===== src/rtl/player_input_cond.sv =====
// ---------------------------------------------------------------------------
// player_input_cond
// Input conditioner for the player movement controller. Brings the raw
// asynchronous direction lines and pressure plates into the clk domain,
// debounces each one, suppresses contradictory left+right commands and
// produces a one-clock frame tick from VGA vsync.
//
// Ports
//   clk             in   1  system/pixel clock
//   rst             in   1  synchronous reset, active-high
//   gpio_left_raw   in   1  async, active-high, player 2 left
//   gpio_right_raw  in   1  async, active-high, player 2 right
//   btn_raw         in   2  async, active-high, pressure plates [1:0]
//   vsync           in   1  VGA vsync (already in the clk domain)
//   gpio_left       out  1  debounced left, masked by the conflict rule
//   gpio_right      out  1  debounced right, masked by the conflict rule
//   button_pressed  out  2  debounced plates, unmasked
//   v_tick          out  1  one-clock pulse per frame
//
// Parameters
//   DEBOUNCE_CYCLES  stable sync cycles needed to accept a new level (>= 2)
//   CNT_W            debounce counter width, 2**CNT_W > DEBOUNCE_CYCLES
//   VSYNC_ACT        active level of vsync; the tick fires entering it
//
// Build option
//   PLAYER_IN_FRAME_SYNC_EN  when defined, gpio_left/gpio_right/button_pressed
//                            reload only while v_tick is high and hold for
//                            the rest of the frame.
// ---------------------------------------------------------------------------
module player_input_cond #(
  parameter int unsigned DEBOUNCE_CYCLES = 650000,
  parameter int unsigned CNT_W           = 20,
  parameter logic        VSYNC_ACT       = 1'b0
) (
  input  logic       clk,
  input  logic       rst,
  input  logic       gpio_left_raw,
  input  logic       gpio_right_raw,
  input  logic [1:0] btn_raw,
  input  logic       vsync,
  output logic       gpio_left,
  output logic       gpio_right,
  output logic [1:0] button_pressed,
  output logic       v_tick
);

  // Channel order: 0 left, 1 right, 2 plate 0, 3 plate 1.
  localparam int unsigned NUM_CH = 4;
  localparam int unsigned CH_L   = 0;
  localparam int unsigned CH_R   = 1;
  localparam int unsigned CH_B0  = 2;
  localparam int unsigned CH_B1  = 3;

  typedef enum logic [1:0] {
    ST_LOW  = 2'd0,
    ST_RISE = 2'd1,
    ST_HIGH = 2'd2,
    ST_FALL = 2'd3
  } deb_state_e;

  logic [NUM_CH-1:0] raw_vec;
  logic [NUM_CH-1:0] sync1_q, sync1_d;
  logic [NUM_CH-1:0] sync2_q, sync2_d;
  logic [NUM_CH-1:0] deb_lvl;

  assign raw_vec = {btn_raw[1], btn_raw[0], gpio_right_raw, gpio_left_raw};

  // Two-flop synchroniser for every async input.
  always_comb begin
    sync1_d = raw_vec;
    sync2_d = sync1_q;
  end

  always_ff @(posedge clk) begin
    if (rst) begin
      sync1_q <= '0;
      sync2_q <= '0;
    end else begin
      sync1_q <= sync1_d;
      sync2_q <= sync2_d;
    end
  end

  // Per-channel debounce FSM; the counter restarts on every bounce.
  for (genvar ch = 0; ch < NUM_CH; ch++) begin : g_deb
    deb_state_e       state_q, state_d;
    logic [CNT_W-1:0] cnt_q, cnt_d;
    logic [CNT_W-1:0] cnt_inc;
    logic             sync_bit;

    assign sync_bit = sync2_q[ch];
    assign cnt_inc  = cnt_q + CNT_W'(1);

    always_ff @(posedge clk) begin
      if (rst) begin
        state_q <= ST_LOW;
        cnt_q   <= '0;
      end else begin
        state_q <= state_d;
        cnt_q   <= cnt_d;
      end
    end

    // Entering RISE/FALL counts as the first stable cycle, so the level is
    // accepted on the cycle the incremented count reaches DEBOUNCE_CYCLES.
    always_comb begin
      state_d = state_q;
      cnt_d   = cnt_q;
      unique case (state_q)
        ST_LOW: begin
          if (sync_bit) begin
            state_d = ST_RISE;
            cnt_d   = CNT_W'(1);
          end
        end
        ST_RISE: begin
          if (!sync_bit) begin
            state_d = ST_LOW;
            cnt_d   = '0;
          end else if (cnt_inc == CNT_W'(DEBOUNCE_CYCLES)) begin
            state_d = ST_HIGH;
            cnt_d   = '0;
          end else begin
            cnt_d   = cnt_inc;
          end
        end
        ST_HIGH: begin
          if (!sync_bit) begin
            state_d = ST_FALL;
            cnt_d   = CNT_W'(1);
          end
        end
        ST_FALL: begin
          if (sync_bit) begin
            state_d = ST_HIGH;
            cnt_d   = '0;
          end else if (cnt_inc == CNT_W'(DEBOUNCE_CYCLES)) begin
            state_d = ST_LOW;
            cnt_d   = '0;
          end else begin
            cnt_d   = cnt_inc;
          end
        end
        default: begin
          state_d = ST_LOW;
          cnt_d   = '0;
        end
      endcase
    end

    assign deb_lvl[ch] = (state_q == ST_HIGH) || (state_q == ST_FALL);
  end

  // Frame tick: one pulse on the transition into the active vsync level.
  logic vs_q, vs_d;
  logic v_tick_q, v_tick_d;

  always_comb begin
    vs_d     = vsync;
    v_tick_d = (vs_q != VSYNC_ACT) && (vsync == VSYNC_ACT);
  end

  always_ff @(posedge clk) begin
    if (rst) begin
      vs_q     <= ~VSYNC_ACT;
      v_tick_q <= 1'b0;
    end else begin
      vs_q     <= vs_d;
      v_tick_q <= v_tick_d;
    end
  end

  // Conflict masking: both directions asserted means neither is reported.
  logic       masked_l, masked_r;
  logic       left_q, left_d;
  logic       right_q, right_d;
  logic [1:0] btn_q, btn_d;

  assign masked_l = deb_lvl[CH_L] & ~deb_lvl[CH_R];
  assign masked_r = deb_lvl[CH_R] & ~deb_lvl[CH_L];

  always_comb begin
    left_d  = left_q;
    right_d = right_q;
    btn_d   = btn_q;
`ifdef PLAYER_IN_FRAME_SYNC_EN
    // Reload only on the frame tick so the consumer sees per-frame values.
    if (v_tick_q) begin
      left_d  = masked_l;
      right_d = masked_r;
      btn_d   = {deb_lvl[CH_B1], deb_lvl[CH_B0]};
    end
`else
    left_d  = masked_l;
    right_d = masked_r;
    btn_d   = {deb_lvl[CH_B1], deb_lvl[CH_B0]};
`endif
  end

  always_ff @(posedge clk) begin
    if (rst) begin
      left_q  <= 1'b0;
      right_q <= 1'b0;
      btn_q   <= '0;
    end else begin
      left_q  <= left_d;
      right_q <= right_d;
      btn_q   <= btn_d;
    end
  end

  assign gpio_left      = left_q;
  assign gpio_right     = right_q;
  assign button_pressed = btn_q;
  assign v_tick         = v_tick_q;

endmodule


===== config.mk =====
export PLATFORM = sky130hd
export DESIGN_NAME = player_input_cond
export DESIGN_NICKNAME = d
export VERILOG_FILES = /design/src/rtl/player_input_cond.sv
export SDC_FILE = /design/constraint.sdc
export NUM_CORES = 1
export LEC_CHECK = 0
export CORE_MARGIN = 1
export CORE_UTILIZATION = 63
export CTS_CLUSTER_DIAMETER = 50
export DETAILED_ROUTE_END_ITERATION = 12
export PLACE_DENSITY = 0.88
export RECOVER_POWER = 25
export SYNTH_ARGS = -nofsm -noshare
export SYNTH_HDL_FRONTEND = slang
export SYNTH_SLANG_ARGS = --single-unit

===== constraint.sdc =====
create_clock -name clk -period 3.1 [get_ports clk]
set_input_delay 0.31 -clock clk [delete_from_list [all_inputs] [get_ports clk]]
set_output_delay 0.31 -clock clk [all_outputs]
set_load 0.05 [all_outputs]

==> results.toml <==
[min_path]
hold_class = "reg2reg"

[timing]
slew_viol_final = 0
tightestPinTransition_ns = 0.808
maxSlewHeadroom_pct = 45.9
finalSetupTns_ns = 0
post-route-period-util_pct = 93.9
clock_skew_ns = 0.0127
rsz0062_at_grt = "false"
finalHoldViolCount = 0
setup_viol = 0
post-route-min-period_ns = 2.91
fmax_mhz = 343

[grt]
grt_pass1_wl_microns = 24400
grt_max_degree = 46
grt_pass1_vias = 5461
track_usage_pct = 30.1
antenna_found_initial = 0
overflow = 0

[yosys]
yosys_register_bits = 102
synthesis.nets = 791
yosysSeqAreaShare_pct = 34.1
postSynthAreaPerCell_sq_um = 7.67
synth_edf_count = 0
synth_cell_types = 73
syn-cell-area_sq_um = 5980
synthArstFlopShare_pct = 0
syn_inst = 780
ys_warn_count = 0
synthFlopType = "dfxtp_1"

[layout]
multi_input_area_sq_um = 3680
antennaDiodeCount = 0
areaGrowthSynthToFinish_pct = 6.70
fin_nets = 775
drive_gt1_share_pct = 6.37
nFillCells = 758
register_area_sq_um = 2040

[cts]
cts_tree = "yes"
cts_made_buffers = 9
clockBufferDepth = 2
clock-sinks = 102
cts_root_buf = "clkbuf_8"
clkTransAtPathRegs_ns = 0.10
clk_latency_ns = 0.39
cts_max_level = 3

[routing]
vias_per_cell = 6.73
ant_nets = 0
route.detailed.drc = 0
first_iter_violations = 320
wl_microns = 14700
wl_per_cell_microns = 16.7
vias = 5918
drtPass1Iterations = 5

[floorplanning]
fp.dieW_microns = 99.4
rows = 35
coreArea_sq_um = 9200
die_area_sq_um = 9890
initial_core_util_pct = 65.0
ioPinCount = 12
die_h_microns = 99.4

[critical_path]
crit_buf_inv = 1
max_stage_delay_ns = 0.49
critPathArrivalTime_ns = 3.17
cp-start-kind = "register"
path_cells = "nand4_1 -> or3_1 -> a221oi_1 -> and3_1 -> o2111ai_2 -> nand2_1 -> buf_4 -> o21ai_0"
cp-end-kind = "register"
cp_slowest_cell = "dfxtp_1"
cp_top_family = "simple AND/OR/NAND/NOR gates"
criticalPathCategory = "reg2reg"
crit_path_max_fanout = 10
cp_data_required_time_ns = 3.36

[placement]
portBuffers = 11
place_congestion = 0.992
post-dp-hpwl_microns = 10100

[power_and_ir_drop]
leakagePower_uw = 0.00206
cellPowerDensity_nw_per_um2 = 374
ir_worst_vdd_v = 0.000337
total_power_uw = 2390

[outcome]
status = "finished clean"

[flow_run]
max_cap_violations = 0
final timing paths:
path / from / end / slack, ns / cells past startpoint
max reg2reg: g_deb[2].cnt_q[3]$_SDFFE_PP0P_ / g_deb[2].cnt_q[7]$_SDFFE_PP0P_ / 0.19 / 8
max: g_deb[2].cnt_q[3]$_SDFFE_PP0P_ / g_deb[2].cnt_q[7]$_SDFFE_PP0P_ / 0.19 / 8
min: vs_q$_SDFF_PP1_ / v_tick$_SDFF_PP0_ / 0.43 / 2
min reg2reg: vs_q$_SDFF_PP1_ / v_tick$_SDFF_PP0_ / 0.43 / 2
worst min-delay path: stages (launching register included):
cell and delay (ns):
dfxtp_1 0.31, inv_1 0.05, nor2_1 0.04
area by class of cell:
class | count | share of cell area, %
Multi-Input combinational cell | 609 | 57.7
Timing Repair Buffer | 26 | 3.49
Clock inverter | 6 | 1.49
Tap cell | 111 | 2.18
Sequential cell | 102 | 32.0
Clock buffer | 10 | 2.16
Inverter | 16 | 0.941
cells in the mapped netlist (all sizes together) (6+ instances only):
cell / n / area (sq um)
a21oi: 33 / 165
a221o: 8 / 80.1
a31oi: 14 / 87.6
and2: 12 / 75.1
and3: 16 / 100
and4: 12 / 105
buf: 10 / 47.5
clkbuf: 43 / 164
dfxtp: 102 / 2040
inv: 16 / 60.1
mux2i: 6 / 60.1
nand2: 101 / 379
nand2b: 7 / 43.8
nand3: 48 / 240
nand4: 40 / 256
nor2: 53 / 199
nor2b: 12 / 75.1
nor3: 34 / 170
nor3b: 8 / 60.1
nor4: 14 / 100
nor4b: 10 / 87.6
o211ai: 12 / 90.1
o21ai: 47 / 235
or3: 10 / 62.6
or4: 7 / 52.6
xnor2: 15 / 131
xor2: 12 / 105
flip-flops by register name, indices dropped and copies added, names as in the netlist, named ones only:
| name | cells |
|---|---|
| g_deb.cnt_q | 80 |
| sync1_q | 4 |
| g_deb.state_q | 4 |
| vs_q | 1 |
| button_pressed | 2 |
| sync2_q | 4 |
| gpio_left | 1 |
| gpio_right | 1 |
| v_tick | 1 |
power breakdown:
| group | switching, uW | internal, uW |
|---|---|---|
| logic | 52.6 | 27.2 |
| registers | 10.1 | 1320 |
| clock network | 494 | 483 |
| total | 557 | 1830 |
placed cells by master (no fill, tap or decap), types with 16 or more instances in the layout:
cell	n
nor3_1	34
inv_1	16
and3_1	16
dfxtp_1	102
nand4_1	39
nor2_1	52
o21ai_0	44
a21oi_1	33
nand3_1	48
nand2_1	101
what timing repair did:
item                                    4_1_cts  5_1_grt
hold buffers                                  0        0
setup buffers                                 0        0
endpoints found under the setup margin        0        7
resized for setup                             0        5
cell families (layout without fill, tap and decap cells):
group	count (synthesis)	count (layout)	share of synthesized area (%)
and+or+nand+nor	402	402	36.1
buffers and inverters	69	58	4.54
AOI/OAI and AO/OA	169	169	19.3
DFF	102	102	34.1
adders and majority gates	4	4	0.837
muxes	7	7	1.19
xor gates and xnor gates	27	27	3.95
per-stage QoR:
step / area (sq um) / utilization (%) / worst slack, ns / hold slack (ns) / cells
finish: 6380 / 69.4 / 0.188 / 0.427 / 880
CTS: 6360 / 69.2 / 0.210 / 0.424 / 880
detailed placement: 6130 / 66.7 / 0.239 / 0.412 / 864
global route: 6380 / 69.4 / 0.0179 / 0.435 / 880
floorplan: 5980 / - / 0.548 / 0.392 / 780
global placement: 6130 / 66.7 / 0.388 / 0.400 / 864
per-layer routing:
layer	GRT usage, %	part of all wire [%]	up-vias
met3	6.54	7.2	42
met4	12.4	2.0	0
li1	-	-	2875
met1	38.4	42	2762
met5	0	0	-
met2	49.5	48	239
Power figures use the tool's default switching activity.
